## src/rtl/rvj1_lsu_pkg.sv

```systemverilog
// Shared types and defaults for the rvj1 load/store unit.
package rvj1_lsu_pkg;

    localparam int DEFAULT_TIMEOUT_CYCLES = 16;

    typedef enum logic {
        LSU_LOAD  = 1'b0,
        LSU_STORE = 1'b1
    } lsu_cmd_e;

    typedef enum logic [1:0] {
        LSU_B = 2'd0,
        LSU_H = 2'd1,
        LSU_W = 2'd2
    } lsu_size_e;

    typedef enum logic [1:0] {
        ST_IDLE = 2'd0,
        ST_REQ  = 2'd1,
        ST_WAIT = 2'd2,
        ST_RESP = 2'd3
    } lsu_state_e;

    // Size encoding 3 behaves as a word access.
    function automatic lsu_size_e norm_size(input logic [1:0] raw);
        return (raw == 2'd3) ? LSU_W : lsu_size_e'(raw);
    endfunction

endpackage

```

## src/rtl/rvj1_lsu_load_align.sv

```systemverilog
// Combinational load-data aligner: picks the addressed byte/half/word and extends it.
module rvj1_lsu_load_align
    import rvj1_lsu_pkg::*;
(
    input  logic [31:0] rdata,
    input  logic [1:0]  offset,
    input  lsu_size_e   size,
    input  logic        is_unsigned,
    output logic [31:0] result
);

    logic [1:0]  eff_off;
    logic [31:0] shifted;

    always_comb begin
        eff_off = 2'd0;
        case (size)
            LSU_B:   eff_off = offset;
            LSU_H:   eff_off = {offset[1], 1'b0};
            default: eff_off = 2'd0;
        endcase
        shifted = rdata >> {eff_off, 3'b000};
        result  = shifted;
        case (size)
            LSU_B:   result = {{24{shifted[7] & ~is_unsigned}}, shifted[7:0]};
            LSU_H:   result = {{16{shifted[15] & ~is_unsigned}}, shifted[15:0]};
            default: result = shifted;
        endcase
    end

endmodule

```

## src/rtl/rvj1_lsu.sv

```systemverilog
// rvj1 load/store unit: one access at a time, all outputs registered.
// Optional RVJ1_LSU_MISALIGN_CHECK_EN rejects misaligned H/W accesses without a bus request.
module rvj1_lsu
    import rvj1_lsu_pkg::*;
#(
    parameter int DATA_WIDTH     = 32,
    parameter int TIMEOUT_CYCLES = DEFAULT_TIMEOUT_CYCLES
) (
    input  logic                  clk_i,
    input  logic                  rst_i,
    input  logic                  ctrl_valid_i,
    output logic                  ctrl_ready_o,
    input  logic                  ctrl_cmd_i,
    input  logic [1:0]            ctrl_size_i,
    input  logic                  ctrl_unsigned_i,
    input  logic [DATA_WIDTH-1:0] ctrl_addr_i,
    input  logic [DATA_WIDTH-1:0] ctrl_wdata_i,
    output logic                  rsp_valid_o,
    output logic [DATA_WIDTH-1:0] rsp_rdata_o,
    output logic                  rsp_err_o,
    output logic                  req_o,
    output logic [DATA_WIDTH-1:0] addr_o,
    output logic [3:0]            we_o,
    output logic [DATA_WIDTH-1:0] wdata_o,
    input  logic                  rvalid_i,
    input  logic [DATA_WIDTH-1:0] rdata_i,
    input  logic                  wvalid_i,
    input  logic                  err_i
);

    localparam int CNT_W = $clog2(TIMEOUT_CYCLES + 1);

    lsu_state_e       state_reg, state_next;
    lsu_cmd_e         cmd_reg, cmd_next;
    lsu_size_e        size_reg, size_next;
    logic             uns_reg, uns_next;
    logic [1:0]       off_reg, off_next;
    logic [CNT_W-1:0] cnt_reg, cnt_next;

    logic             ready_reg, ready_next;
    logic             req_reg, req_next;
    logic [31:0]      addr_reg, addr_next;
    logic [3:0]       we_reg, we_next;
    logic [31:0]      wdata_reg, wdata_next;
    logic             rsp_valid_reg, rsp_valid_next;
    logic             rsp_err_reg, rsp_err_next;
    logic [31:0]      rsp_rdata_reg, rsp_rdata_next;

    lsu_size_e        in_size;
    logic [3:0]       fmt_we;
    logic [31:0]      fmt_wdata;
    logic             misaligned;
    logic [31:0]      load_result;

    assign in_size = norm_size(ctrl_size_i);

    // Each byte lane carries the lane of the store data that lands there after replication.
    genvar gi;
    generate
        for (gi = 0; gi < 4; gi++) begin : g_lane
            assign fmt_wdata[8*gi +: 8] = (in_size == LSU_B) ? ctrl_wdata_i[7:0] :
                                          (in_size == LSU_H) ? ctrl_wdata_i[8*(gi%2) +: 8] :
                                                               ctrl_wdata_i[8*gi +: 8];
        end
    endgenerate

    always_comb begin
        case (in_size)
            LSU_B:   fmt_we = 4'b0001 << ctrl_addr_i[1:0];
            LSU_H:   fmt_we = 4'b0011 << {ctrl_addr_i[1], 1'b0};
            default: fmt_we = 4'hF;
        endcase
    end

`ifdef RVJ1_LSU_MISALIGN_CHECK_EN
    assign misaligned = ((in_size == LSU_H) && ctrl_addr_i[0]) ||
                        ((in_size == LSU_W) && (ctrl_addr_i[1:0] != 2'b00));
`else
    assign misaligned = 1'b0;
`endif

    rvj1_lsu_load_align u_load_align (
        .rdata       (rdata_i),
        .offset      (off_reg),
        .size        (size_reg),
        .is_unsigned (uns_reg),
        .result      (load_result)
    );

    always_comb begin
        state_next     = state_reg;
        cmd_next       = cmd_reg;
        size_next      = size_reg;
        uns_next       = uns_reg;
        off_next       = off_reg;
        cnt_next       = cnt_reg;
        ready_next     = 1'b0;
        req_next       = 1'b0;
        addr_next      = '0;
        we_next        = '0;
        wdata_next     = '0;
        rsp_valid_next = 1'b0;
        rsp_err_next   = 1'b0;
        rsp_rdata_next = '0;
        case (state_reg)
            ST_IDLE: begin
                if (ctrl_valid_i) begin
                    cmd_next  = lsu_cmd_e'(ctrl_cmd_i);
                    size_next = in_size;
                    uns_next  = ctrl_unsigned_i;
                    off_next  = ctrl_addr_i[1:0];
                    if (misaligned) begin
                        state_next     = ST_RESP;
                        rsp_valid_next = 1'b1;
                        rsp_err_next   = 1'b1;
                    end else begin
                        state_next = ST_REQ;
                        req_next   = 1'b1;
                        addr_next  = {ctrl_addr_i[31:2], 2'b00};
                        we_next    = ctrl_cmd_i ? fmt_we : 4'b0000;
                        wdata_next = fmt_wdata;
                    end
                end else begin
                    ready_next = 1'b1;
                end
            end
            ST_REQ: begin
                state_next = ST_WAIT;
                cnt_next   = '0;
            end
            ST_WAIT: begin
                // A bus error outranks data arriving in the same cycle.
                if (err_i) begin
                    state_next     = ST_RESP;
                    rsp_valid_next = 1'b1;
                    rsp_err_next   = 1'b1;
                end else if ((cmd_reg == LSU_LOAD) && rvalid_i) begin
                    state_next     = ST_RESP;
                    rsp_valid_next = 1'b1;
                    rsp_rdata_next = load_result;
                end else if ((cmd_reg == LSU_STORE) && wvalid_i) begin
                    state_next     = ST_RESP;
                    rsp_valid_next = 1'b1;
                end else if (cnt_reg == CNT_W'(TIMEOUT_CYCLES - 1)) begin
                    state_next     = ST_RESP;
                    rsp_valid_next = 1'b1;
                    rsp_err_next   = 1'b1;
                end else begin
                    cnt_next = cnt_reg + 1'b1;
                end
            end
            default: begin
                state_next = ST_IDLE;
                ready_next = 1'b1;
            end
        endcase
    end

    always_ff @(posedge clk_i) begin
        if (rst_i) begin
            state_reg     <= ST_IDLE;
            cmd_reg       <= LSU_LOAD;
            size_reg      <= LSU_B;
            uns_reg       <= 1'b0;
            off_reg       <= 2'b00;
            cnt_reg       <= '0;
            ready_reg     <= 1'b1;
            req_reg       <= 1'b0;
            addr_reg      <= '0;
            we_reg        <= '0;
            wdata_reg     <= '0;
            rsp_valid_reg <= 1'b0;
            rsp_err_reg   <= 1'b0;
            rsp_rdata_reg <= '0;
        end else begin
            state_reg     <= state_next;
            cmd_reg       <= cmd_next;
            size_reg      <= size_next;
            uns_reg       <= uns_next;
            off_reg       <= off_next;
            cnt_reg       <= cnt_next;
            ready_reg     <= ready_next;
            req_reg       <= req_next;
            addr_reg      <= addr_next;
            we_reg        <= we_next;
            wdata_reg     <= wdata_next;
            rsp_valid_reg <= rsp_valid_next;
            rsp_err_reg   <= rsp_err_next;
            rsp_rdata_reg <= rsp_rdata_next;
        end
    end

    assign ctrl_ready_o = ready_reg;
    assign req_o        = req_reg;
    assign addr_o       = addr_reg;
    assign we_o         = we_reg;
    assign wdata_o      = wdata_reg;
    assign rsp_valid_o  = rsp_valid_reg;
    assign rsp_err_o    = rsp_err_reg;
    assign rsp_rdata_o  = rsp_rdata_reg;

endmodule
```

## config.mk

```make
export PLATFORM = sky130hd
export DESIGN_NAME = rvj1_lsu
export DESIGN_NICKNAME = d
export VERILOG_FILES = /design/src/rtl/rvj1_lsu_pkg.sv /design/src/rtl/rvj1_lsu_load_align.sv /design/src/rtl/rvj1_lsu.sv
export SDC_FILE = /design/constraint.sdc
export NUM_CORES = 1
export LEC_CHECK = 0
export ABC_AREA = 1
export CAP_MARGIN = 20
export CORE_MARGIN = 2
export CORE_UTILIZATION = 30
export DETAILED_ROUTE_END_ITERATION = 6
export REMOVE_ABC_BUFFERS = 1
export SYNTH_ARGS = -nofsm -noshare
export SYNTH_HDL_FRONTEND = slang
export SYNTH_SLANG_ARGS = --single-unit
```

## constraint.sdc

```tcl
create_clock -name clk_i -period 2.35 [get_ports clk_i]
set_clock_uncertainty 0.1 [all_clocks]
set_input_delay 0.235 -clock clk_i [delete_from_list [all_inputs] [get_ports clk_i]]
set_output_delay 0.235 -clock clk_i [all_outputs]
set_load 0.1 [all_outputs]
```

==> metrics.log <==
[metrics] status: finished, final reports clean
[metrics] Slowest cell on crit path: sky130_fd_sc_hd__inv_2
[metrics] reg-to-reg slack, setup: roughly 0.26 ns
[metrics] row count: 45
[metrics] Yosys reg bits: about 120
[metrics] number of enable-type register cells in the synthesized netlist: 0
[metrics] number of ports placed on the die boundary: 210
[metrics] die outline area: 0.01628 mm²
[metrics] synthesis warning total: 0
[metrics] Longest Clk Path Bufs: 2
[metrics] GRT Residual Overflow: 0
[metrics] Flop pwr share: 0.298
[metrics] average wire per standard cell: around 13 µm
[metrics] clock transition at the register clock pins on the worst setup and hold paths after CTS: ~0.06 ns
[metrics] library cell occupying the most area in the post-synthesis netlist: sky130_fd_sc_hd__dfxtp_1
[metrics] number of filler instances in the final layout: about 1,500
[metrics] arrival time at the worst endpoint: between 2 and 2.5 ns
[metrics] critical setup path kind: register to register
[metrics] worst hold slack: ~0.24 ns
[metrics] maximum fanout encountered on the critical timing path: 54
[metrics] Worst-Skew Late Latency: around 0.41 ns
[metrics] first-pass GRT wire length: 21.51 mm
[metrics] crit-path max cell delay: about 0.67 ns
[metrics] most congested layer reported by global routing: met2
[metrics] n_diodes: 0
[metrics] CTS sink cnt: 115
[metrics] depth of the CTS H-tree: 4
[metrics] vertical die dimension: about 130 µm
[metrics] layout overhead on the synthesized area: 56.16%
[metrics] WL final: between 10 and 15 mm
[metrics] fraction of layout cells with a size suffix above 1: 0.2053
[metrics] global placement routability congestion: 0.7759
[metrics] final setup TNS: 0 ns
[metrics] # resized after CTS: 0
[metrics] CTS Hold Bufs: 0
[metrics] Least-Margin Pin Slew: about 0.95 ns
[metrics] Syn Area/Cell: about 7.6 µm²
[metrics] total clock buffers created by CTS: 17
[metrics] CTS tree: yes
[metrics] most frequently used flop master after synthesis: sky130_fd_sc_hd__dfxtp_1
[metrics] number of input and output port buffers inserted: between 200 and 250
[metrics] switching portion of total power: 0.3961
[metrics] DRC viols: 0
[metrics] Relative slew margins: 0.3668
[metrics] kind of capture point of the worst setup path: register
[metrics] cell at the root of the clock tree: sky130_fd_sc_hd__clkbuf_16
[metrics] Power Total: between 7 and 8 mW
[metrics] GR Util All Layers: 0.1719
[metrics] Synth async-reset ratio: 0
[metrics] overall die width: 127.6 µm
[metrics] Post-synth top cells: 143 x sky130_fd_sc_hd__nand2_1, 115 x sky130_fd_sc_hd__dfxtp_1, 97 x sky130_fd_sc_hd__inv_1
[metrics] final number of hold-violating endpoints: 0
[metrics] Vias per Instance: 4.280
[metrics] Worst Hold Path EP: addr_o[16]
[metrics] buffer count from post-CTS setup fixing: 0
[metrics] area share of the largest cell type after synthesis: 0.5023
[metrics] most frequently used cell type in the post-synthesis netlist: sky130_fd_sc_hd__nand2_1
[metrics] cell repeated most along the worst path: sky130_fd_sc_hd__nand2_1
[metrics] cell-internal power: 4.513 mW
[metrics] Tightest Hold Check Type: primary input to register
[metrics] power density over the cells: ~1000 mW/mm²
[metrics] met1 capacity usage during global routing: 0.2077
[metrics] unrepaired setup endpoints after global routing: no
[metrics] startpoint type of the worst setup path: register
[metrics] core box area: between 0.015 and 0.02 mm²
[metrics] hold path cells: 3
[metrics] Worst R2R Start: state_reg[0]
[metrics] final setup fails: 0
[metrics] clock power share: 0.349
[metrics] switching component of the power: ~3.0 mW
[metrics] required time of the critical path: ~2.6 ns
[metrics] final layout net count: roughly 930
[metrics] iteration count of the initial detailed-routing pass: 4
[metrics] Synth area leaders: sky130_fd_sc_hd__dfxtp_1 50%, sky130_fd_sc_hd__nand2_1 12%, sky130_fd_sc_hd__inv_1 7.9%
[metrics] total area of multi-input combinational cells: around 0.0017 mm²
[metrics] via count: between 4,000 and 5,000
[metrics] FF/Latch Area: between 0.002 and 0.0025 mm²
[metrics] max frequency: approximately 480 MHz
[metrics] final critical path time including I/O delays and setup: around 2.1 ns
[metrics] summed instance area of the synthesized netlist: approximately 0.0046 mm²
[metrics] min-delay src: ctrl_addr_i[16]
[metrics] antenna violation net count after detailed routing: 0
[metrics] Cell Chain, Critical Path: inv_1 > ha_1 > nand2_1 > nor2_4 > inv_2 > nor2_1 > nand2_1 > nand2_1
[metrics] reg-to-reg endpoint: wdata_o[16]
[metrics] number of max-capacitance violations reported: 0
[metrics] antenna violations before repair: 0
[metrics] count of distinct cell types in the synthesized netlist: 28
[metrics] Gate power share: 0.352
[metrics] worst reg-to-reg path cell count: 8
[metrics] standby leakage power: about 3.6 nW
[metrics] GR met3 Demand/Resource: 0.08166
[metrics] final clock period utilization by the worst path: 0.8896
[metrics] number of cells produced by synthesis: roughly 600
[metrics] routing usage on met2: 0.2661
[metrics] maximum resistive drop on vdd: ~550 µV
[metrics] vias in the first global route: roughly 4,100
[metrics] starting DRC count in detailed routing: 210
[metrics] maximum number of pins on one net before global-route repair: 55
[metrics] Initial Util: 0.3037
[metrics] DP HPWL: between 10 and 15 mm
[metrics] post-synthesis sequential area ratio: 0.5023
[metrics] Slew Viols, Final: 0
## routing by layer
metal,vias up,share of wire
met4,0,0.014
li1,2276,-
met2,158,0.46
met3,15,0.10
met1,1899,0.42
met5,-,0
## worst max-delay path: cells and delay by family (launching register included)
family	cells	cell delay, ns
buffers and inverters	2	0.76
AND/OR/NAND/NOR	5	0.53
flip-flops	1	0.37
adder cells (fa/ha/maj)	1	0.22
## power by group through the flow
| stage | registers [mW] | logic (mW) | clock network, mW |
|---|---|---|---|
| 6_report | 2.23 | 2.63 | 2.61 |
| 3_3_place_gp | 2.27 | 2.64 | 0 |
| 3_5_place_dp | 2.27 | 2.64 | 0 |
| 4_1_cts | 2.23 | 2.65 | 2.67 |
| 2_1_floorplan | 3.41 | 0.733 | 0 |
| 5_1_grt | 2.25 | 2.82 | 2.76 |
## through the flow
stage / setup WS (ns) / std cells / cell area [µm²] / utilization
final: 0.2595 / 1016 / 7157 / 0.4743
after global routing: 0.05892 / 1016 / 7157 / 0.4743
after CTS: 0.2214 / 1016 / 7157 / 0.4743
after detailed placement: 0.2309 / 985 / 6555 / 0.4344
after global placement: 0.2785 / 985 / 6555 / 0.4344
after floorplan: -0.09042 / 574 / 4383 / -
## area by class of cell
cell class,instances,share of cell area
clock buffers,19,0.06189
clock inverters,12,0.02220
inverters,100,0.05245
multi-input cells,359,0.2383
flip-flops and latches,115,0.3217
well taps,188,0.03287
repair buffers,223,0.2706
## logic make-up after synthesis
kind of cell,share of synthesized area
flops,0.5023
other cells,0.0008182
buf+inv,0.1264
fa+ha+maj,0.01638
compound gates,0.08354
simple gates,0.2705
## worst max-delay path by stage
stage / cells past startpoint / slack, ns / end / startpoint
finish: 8 / 0.26 / wdata_o[16] / state_reg[0]
floorplan: 9 / -0.09 / rsp_rdata_o[16] / size_reg[1]
global route: 8 / 0.06 / wdata_o[16] / state_reg[0]
CTS: 8 / 0.22 / wdata_o[18] / state_reg[0]
global placement: 7 / 0.28 / wdata_o[20] / ctrl_valid_i
detailed placement: 7 / 0.23 / wdata_o[18] / ctrl_valid_i
## placed cells by master, fill, tap and decap left out, types with 5 or more instances in the layout
cell	count
sky130_fd_sc_hd__dfxtp_1	115
sky130_fd_sc_hd__nor2_1	63
sky130_fd_sc_hd__nand3_2	12
sky130_fd_sc_hd__clkdlybuf4s50_1	105
sky130_fd_sc_hd__clkinvlp_4	5
sky130_fd_sc_hd__inv_1	97
sky130_fd_sc_hd__nand3_1	50
sky130_fd_sc_hd__o21ai_0	23
sky130_fd_sc_hd__ha_1	6
sky130_fd_sc_hd__a21oi_1	41
sky130_fd_sc_hd__buf_4	118
sky130_fd_sc_hd__nand2_1	143
sky130_fd_sc_hd__clkbuf_16	17
No activity file was read; power rests on OpenSTA's default activity.
